===== src/rtl/alu_exec_seq.sv =====
// Sequential ALU execution unit with valid/ready handshakes and iterative shifter.
// Optional macro ALU_FAST_SHIFT_EN: shift up to 4 bits per SHIFT cycle.
module alu_exec_seq #(
  parameter int WIDTH   = 32,
  parameter int SHAMT_W = 5
) (
  input  logic               clk,
  input  logic               reset,
  input  logic               in_valid,
  output logic               in_ready,
  input  logic [3:0]         operation,
  input  logic [WIDTH-1:0]   src_a,
  input  logic [WIDTH-1:0]   src_b,
  output logic               out_valid,
  input  logic               out_ready,
  output logic [WIDTH-1:0]   result,
  output logic               branch_taken,
  output logic               busy
);

  localparam logic [3:0] OP_AND  = 4'b0000;
  localparam logic [3:0] OP_OR   = 4'b0001;
  localparam logic [3:0] OP_XOR  = 4'b0010;
  localparam logic [3:0] OP_ADD  = 4'b0011;
  localparam logic [3:0] OP_SUB  = 4'b1001;
  localparam logic [3:0] OP_SLT  = 4'b0111;
  localparam logic [3:0] OP_SLL  = 4'b1100;
  localparam logic [3:0] OP_SRL  = 4'b1011;
  localparam logic [3:0] OP_SRA  = 4'b1010;
  localparam logic [3:0] OP_BEQ  = 4'b1000;
  localparam logic [3:0] OP_BNE  = 4'b0100;
  localparam logic [3:0] OP_BLT  = 4'b0101;
  localparam logic [3:0] OP_BGE  = 4'b0110;
  localparam logic [3:0] OP_JALR = 4'b1101;

  typedef enum logic [1:0] {
    S_IDLE,
    S_SHIFT,
    S_DONE
  } state_e;

  state_e               state_q, state_d;
  logic [WIDTH-1:0]     result_q, result_d;
  logic                 branch_q, branch_d;
  logic [WIDTH-1:0]     acc_q, acc_d;
  logic [SHAMT_W-1:0]   count_q, count_d;
  logic [3:0]           op_q, op_d;

  logic [WIDTH-1:0]     alu_res;
  logic                 alu_br;
  logic                 a_lt_b;
  logic [WIDTH-1:0]     sum;
  logic                 is_shift;
  logic [SHAMT_W-1:0]   shamt;
  logic [SHAMT_W:0]     step;
  logic [WIDTH-1:0]     acc_next;
  logic [SHAMT_W-1:0]   count_next;

  // Single-cycle operations; shifts reach here only with a zero amount.
  always_comb begin
    a_lt_b   = $signed(src_a) < $signed(src_b);
    sum      = src_a + src_b;
    shamt    = src_b[SHAMT_W-1:0];
    is_shift = (operation == OP_SLL) || (operation == OP_SRL) || (operation == OP_SRA);
    alu_res  = '0;
    alu_br   = 1'b0;
    case (operation)
      OP_AND:  alu_res = src_a & src_b;
      OP_OR:   alu_res = src_a | src_b;
      OP_XOR:  alu_res = src_a ^ src_b;
      OP_ADD:  alu_res = sum;
      OP_SUB:  alu_res = src_a - src_b;
      OP_SLT:  alu_res = {{(WIDTH-1){1'b0}}, a_lt_b};
      OP_SLL,
      OP_SRL,
      OP_SRA:  alu_res = src_a;
      OP_BEQ:  alu_br  = (src_a == src_b);
      OP_BNE:  alu_br  = (src_a != src_b);
      OP_BLT:  alu_br  = a_lt_b;
      OP_BGE:  alu_br  = !a_lt_b;
      OP_JALR: alu_res = sum & ~{{(WIDTH-1){1'b0}}, 1'b1};
      default: begin
        alu_res = '0;
        alu_br  = 1'b0;
      end
    endcase
  end

  always_comb begin
`ifdef ALU_FAST_SHIFT_EN
    step = ({1'b0, count_q} > (SHAMT_W+1)'(3)) ? (SHAMT_W+1)'(4) : {1'b0, count_q};
`else
    step = (SHAMT_W+1)'(1);
`endif
    case (op_q)
      OP_SLL:  acc_next = acc_q << step;
      OP_SRA:  acc_next = $signed(acc_q) >>> step;
      default: acc_next = acc_q >> step;
    endcase
    count_next = count_q - step[SHAMT_W-1:0];
  end

  always_comb begin
    state_d  = state_q;
    result_d = result_q;
    branch_d = branch_q;
    acc_d    = acc_q;
    count_d  = count_q;
    op_d     = op_q;
    case (state_q)
      S_IDLE: begin
        if (in_valid) begin
          op_d = operation;
          if (is_shift && (shamt != '0)) begin
            acc_d   = src_a;
            count_d = shamt;
            state_d = S_SHIFT;
          end else begin
            result_d = alu_res;
            branch_d = alu_br;
            state_d  = S_DONE;
          end
        end
      end
      S_SHIFT: begin
        acc_d   = acc_next;
        count_d = count_next;
        if (count_next == '0) begin
          result_d = acc_next;
          branch_d = 1'b0;
          state_d  = S_DONE;
        end
      end
      S_DONE: begin
        if (out_ready) state_d = S_IDLE;
      end
      default: state_d = S_IDLE;
    endcase
  end

  always_ff @(posedge clk or posedge reset) begin
    if (reset) begin
      state_q  <= S_IDLE;
      result_q <= '0;
      branch_q <= 1'b0;
      acc_q    <= '0;
      count_q  <= '0;
      op_q     <= '0;
    end else begin
      state_q  <= state_d;
      result_q <= result_d;
      branch_q <= branch_d;
      acc_q    <= acc_d;
      count_q  <= count_d;
      op_q     <= op_d;
    end
  end

  assign in_ready     = (state_q == S_IDLE);
  assign busy         = (state_q == S_SHIFT);
  assign out_valid    = (state_q == S_DONE);
  assign result       = result_q;
  assign branch_taken = branch_q;

endmodule


===== config.mk =====
export PLATFORM = sky130hd
export DESIGN_NAME = alu_exec_seq
export DESIGN_NICKNAME = d
export VERILOG_FILES = /design/src/rtl/alu_exec_seq.sv
export SDC_FILE = /design/constraint.sdc
export NUM_CORES = 1
export LEC_CHECK = 0
export CORE_AREA = 2 2 135 137
export CTS_CLUSTER_SIZE = 24
export DETAILED_ROUTE_END_ITERATION = 12
export DIE_AREA = 0 0 137 139
export GPL_ROUTABILITY_DRIVEN = 0
export GPL_TIMING_DRIVEN = 0
export PLACE_DENSITY = 0.79
export REMOVE_ABC_BUFFERS = 1
export SETUP_SLACK_MARGIN = 0.3
export SLEW_MARGIN = 5
export SYNTH_ARGS = -nofsm -noshare
export SYNTH_HDL_FRONTEND = slang
export SYNTH_SLANG_ARGS = --single-unit

===== constraint.sdc =====
create_clock -name clk -period 2.35 [get_ports clk]
set_input_delay 0.47 -clock clk [delete_from_list [all_inputs] [get_ports clk]]
set_output_delay 0.47 -clock clk [all_outputs]
set_load 0.03 [all_outputs]

==> metrics.md, run 1 <==
| Metric | Value |
|---|---|
| Worst EP Category | register input |
| Synth warn | 0 |
| Ys flop type | dfrtp_1 |
| Initial Util | 52.2% |
| I/O Buffers | 107 |
| Pin count of the biggest net entering global routing | 42 |
| Htree depth | 3 |
| FF+latch count, synth | 76 |
| Clock sinks | 76 |
| Top-level port count | 108 |
| Die X | 137 um |
| Status | did not finish |
| Post-synthesis sequential area ratio | 20.6% |
| All-Layer GR Usage | 78.2% |
| Longest Clk Path Bufs | 2 |
| Cts bufs inserted | 9 |
| Stop stage | global routing |
| Hpwl dp | ~22000 um |
| Clock root cell | clkbuf_16 |
| Dpl ws | -2.13 ns |
| Cells after synthesis | approximately 1300 |
| Mean Syn Cell Area | 7.25 um^2 |
| Post-synth EDFFs | 0 |
| Worst endpoint, post-GRT repair | result[29]$_DFFE_PP0P_/D |
| Grt total ovfl | 17 |
| Chip height | 139 um |
| Mapped Area | slightly above 9000 um^2 |
| Row cnt | 49 |
| Synth async-reset ratio | 100% |
| Error msg | [ERROR GRT-0232] Routing congestion too high. Check the congestion heatmap in the GUI. |
| Distinct cells, synth | 86 |
[layer usage]
| layer | track usage (%) | overflow |
|---|---|---|
| met1 | 79.9 | 0 |
| met2 | 87.4 | 9 |
| met3 | 72.7 | 0 |
| met4 | 70.6 | 8 |
| met5 | 40.7 | 0 |
[per-stage QoR]
step	instances	instance area, um^2	util (%)
floorplan	1187	8880	-
global placement	1523	10200	58.0
detailed placement	1537	10500	59.5
CTS	1693	13200	74.9
[synth_stat cells (all sizes together), types with 6 or more instances]
library cell,count,area [um^2]
a2111oi,8,77.6
a22oi,11,82.6
o21bai,9,67.6
nand4,9,56.3
o22ai,16,100
a221o,15,150
a21o,16,120
nor4,15,93.8
nor2b,14,87.6
nand2,113,424
a21oi,125,629
o221ai,9,78.8
o31ai,12,90.1
a221oi,23,201
nand3,18,90.1
nand2b,11,68.8
o41ai,6,52.6
mux2i,33,330
inv,101,379
a211oi,11,82.6
o21a,6,45.0
and3,6,37.5
nor2,137,514
clkbuf,69,260
o21ai,128,644
o211ai,9,67.6
dfrtp,76,1900
a31oi,17,106
buf,16,78.8
xnor2,14,123
ha,98,1230
nor3,32,160
[kinds of logic after synthesis]
| family | after synthesis | synth area share (%) |
|---|---|---|
| compound gates | 465 | 32.6 |
| xor+xnor | 16 | 1.52 |
| fa+ha+maj | 100 | 13.7 |
| buf+inv | 187 | 7.83 |
| flops | 76 | 20.6 |
| mux | 38 | 4.19 |
| simple gates | 390 | 19.5 |
[what timing repair did]
item                       4_1_cts
pin swaps                      129
setup buffers                  134
hold buffers                     0
setup endpoints to repair       75
resized for setup              525
cloned                           6
==> inputs of run 2 (changes only) <==
- CORE_AREA: 2 2 135 137 -> 2 2 155 157
- CTS_CLUSTER_SIZE: 24 -> unset
- DIE_AREA: 0 0 137 139 -> 0 0 157 159
- PLACE_DENSITY: 0.79 -> unset
- PLACE_DENSITY_LB_ADDON: unset -> 0.15
- SETUP_SLACK_MARGIN: 0.3 -> unset
- clock period: 2.35 -> 3.05 ns (I/O delays scaled with it)
==> metrics.md, run 2 <==
| Metric | Value |
|---|---|
| Endpoint class of the critical path | register |
| Clock-pin slew of the registers on the worst-case setup and hold paths | 0.07 ns |
| Min Tclk post-route | 3.09 ns |
| Most frequent cells in the layout | 133 x nor2_1, 113 x a21oi_1, 111 x nand2_1 |
| Via Count | 10600 |
| Count leader, synth | nor2_1 (unchanged) |
| Clock sinks | 76 (unchanged) |
| Longest Clk Path Bufs | 2 (unchanged) |
| Util after Layout | ~54% |
| Hpwl dp | 23600 um (was 21600 um) |
| Die Area | 25000 um^2 |
| DR vias/cell | 6.08 |
| RSZ-0062 raised after global routing | true |
| Crit path DAT | 3.34 ns |
| DRC viols | 0 |
| Mapped Area | 9220 um^2 (unchanged) |
| Leakage power | 0.00527 uW |
| Largest fanout on the critical path | 4 |
| Slew Limit Fails | 0 |
| Post-synth EDFFs | 0 (unchanged) |
| Post-DR wirelength/cell | 20.5 um |
| Synth async-reset ratio | 100% (unchanged) |
| Final #Nets | between 1500 and 2000 |
| Sum Neg Setup Slack | -0.0943 ns |
| Core ar. | 23200 um^2 |
| Layout cell share with drive strength beyond 1 | about 22% |
| Slew margin rel. | 28.7% |
| Critical path launch point type | primary input |
| FF+latch count, synth | 76 (unchanged) |
| Pin count of the biggest net entering global routing | 42 |
| Initial Util | 39.7% (was 52.2%) |
| Worst VDD drop | around 340 uV |
| Clk network pwr share | 15.7% |
| CTS tree | built |
| Synth area leaders | dfrtp_1 21%, ha_1 13%, a21oi_1 6.7% (unchanged) |
| CTS Hold Bufs | 0 (unchanged) |
| Maxcap violations | 0 |
| Failing checks | negative setup slack |
| Pwr dens | 561 nW/um^2 |
| Global-route wire length before repair | ~55000 um |
| Cells after synthesis | 1272 (unchanged) |
| I/O Buffers | 107 (unchanged) |
| Commonest non-fill, non-tap cell in the layout | nor2_1 |
| Final Hold Viols | 0 |
| Clock root cell | clkbuf_16 (unchanged) |
| Die X | 157 um (was 137 um) |
| P_int | 3730 uW |
| Initial antenna violation count | 0 |
| Grt total ovfl | 0 |
| Synth warn | 0 (unchanged) |
| Sw Ratio | between 40 and 50% |
| Cts bufs inserted | 9 (unchanged) |
| Critical path required time | 3.29 ns |
| Least-Margin Pin Slew | 1.07 ns |
| Ys flop type | dfrtp_1 (unchanged) |
| Final Setup Violations | 3 |
| Combinational share of power | 57.7% |
| Clk Latency, worst-skew pair | about 0.36 ns |
| Highest clock rate | 0.323 GHz |
| Final WL | 35600 um |
| Mean Syn Cell Area | 7.25 um^2 (unchanged) |
| Filler cells | 2198 |
| Chip height | 159 um (was 139 um) |
| Final Power | 7010 uW |
| Distinct cells, synth | 86 (unchanged) |
| Post-synth top cells | 137 x nor2_1, 124 x a21oi_1, 121 x o21ai_0, 113 x nand2_1, 99 x inv_1 (unchanged) |
| Hold/Removal Path Class | register to register |
| Hold Worst Slack | 0.465 ns |
| Synth-to-Final Area Change | 35.6% |
| Post-route antenna net violation count | 0 |
| Synth top area share | 20.6% (unchanged) |
| Top-level port count | 108 (unchanged) |
| Seq pwr share | 26.6% |
| Vias in the first global route | 10100 |
| Cell taking the most area after synthesis | dfrtp_1 (unchanged) |
| Setup CP Type | primary input to register |
| Dpl ws | -1.50 ns (was -2.13 ns) |
| Status | finished with violations (was did not finish) |
| Post-synthesis sequential area ratio | 20.6% (unchanged) |
| Drt first pass iters | 7 |
| All-Layer GR Usage | 27.8% |
| Ant. Diodes | 0 |
| Worst setup margin | -0.0441 ns |
| Worst Clk Skew | 0.0104 ns |
| Htree depth | 3 (unchanged) |
| Period utilisation layout | 101% |
| Drt initial violations | 1020 |
| Row cnt | 56 (was 49) |
| Switching Power | 3280 uW |
## run 2: cell counts after synthesis
Identical to the previous run, type by type.
## run 2: routing by layer
layer | global-route usage [%] | routed length, um
met1 | 39.6 | 16100
met2 | 42.7 | 15800
met3 | 3.81 | 2630
met4 | 10.1 | 1030
met5 | 0 | 0
## run 2: stage by stage
step	cells	area, um^2
floorplan	1187	8880
global placement	1613	10300
detailed placement	1630	10700
CTS	1705	12100
global route	1736	12500
finish	1736	12500
## run 2: critical path, stage by stage
cell and delay (ns):
buf_8 0.09, inv_6 0.04, ha_4 0.25, o21ba_4 0.22, or4_4 0.43, a311o_1 0.44
a21oi_4 0.28, a211oi_2 0.12, o21ai_2 0.23, a31oi_2 0.16, a2111oi_2 0.38, nor3_1 0.08
## run 2: path summary, 6_finish.rpt
check	depth (start not counted)	startpoint	end	slack [ns]
min in group asynchronous	2	reset	op_q[0]	0.64
min	2	result[3]	result[3]	0.47
max reg2reg	9	op_q[0]	result[23]	0.23
min reg2reg	2	result[3]	result[3]	0.47
max	12	src_b[1]	result[31]	-0.04
max in group asynchronous	3	reset	result[15]	1.78
## run 2: power groups by stage
| stage | Sequential [uW] | Clock [uW] | Combinational [uW] |
|---|---|---|---|
| finish | 1860 | 1100 | 4040 |
| global route | 1920 | 1150 | 4380 |
| CTS | 1860 | 1110 | 3870 |
| detailed placement | 1860 | 0 | 3530 |
| global placement | 1840 | 0 | 3410 |
| floorplan | 2120 | 0 | 1890 |
## run 2: cell families (layout without fill, tap and decap cells)
family | after synthesis | in the layout | synth area share (%)
AO/OA/AOI/OAI | 465 | 465 | 32.6
XOR/XNOR | 16 | 16 | 1.52
adder cells (fa/ha/maj) | 100 | 100 | 13.7
buffers and inverters | 187 | 329 | 7.83
flip-flops | 76 | 76 | 20.6
multiplexers | 38 | 38 | 4.19
AND/OR/NAND/NOR | 390 | 393 | 19.5
## run 2: what timing repair did
action,4_1_cts,5_1_grt
buffers inserted,56,31
gates cloned,3,0
setup endpoints to repair,72,53
gates resized for setup,218,123
pin swaps,44,46
## run 2: layout make-up
cell class	instances	area (um^2)	area share (%)
Multi-Input combinational cell	1012	7620	60.9
Tap cell	319	399	3.19
Sequential cell	76	1900	15.2
Clock inverter	6	50.0	0.400
Clock buffer	10	239	1.91
Timing Repair Buffer	211	1890	15.1
Inverter	102	402	3.21
(Power assumes the default switching activity.)
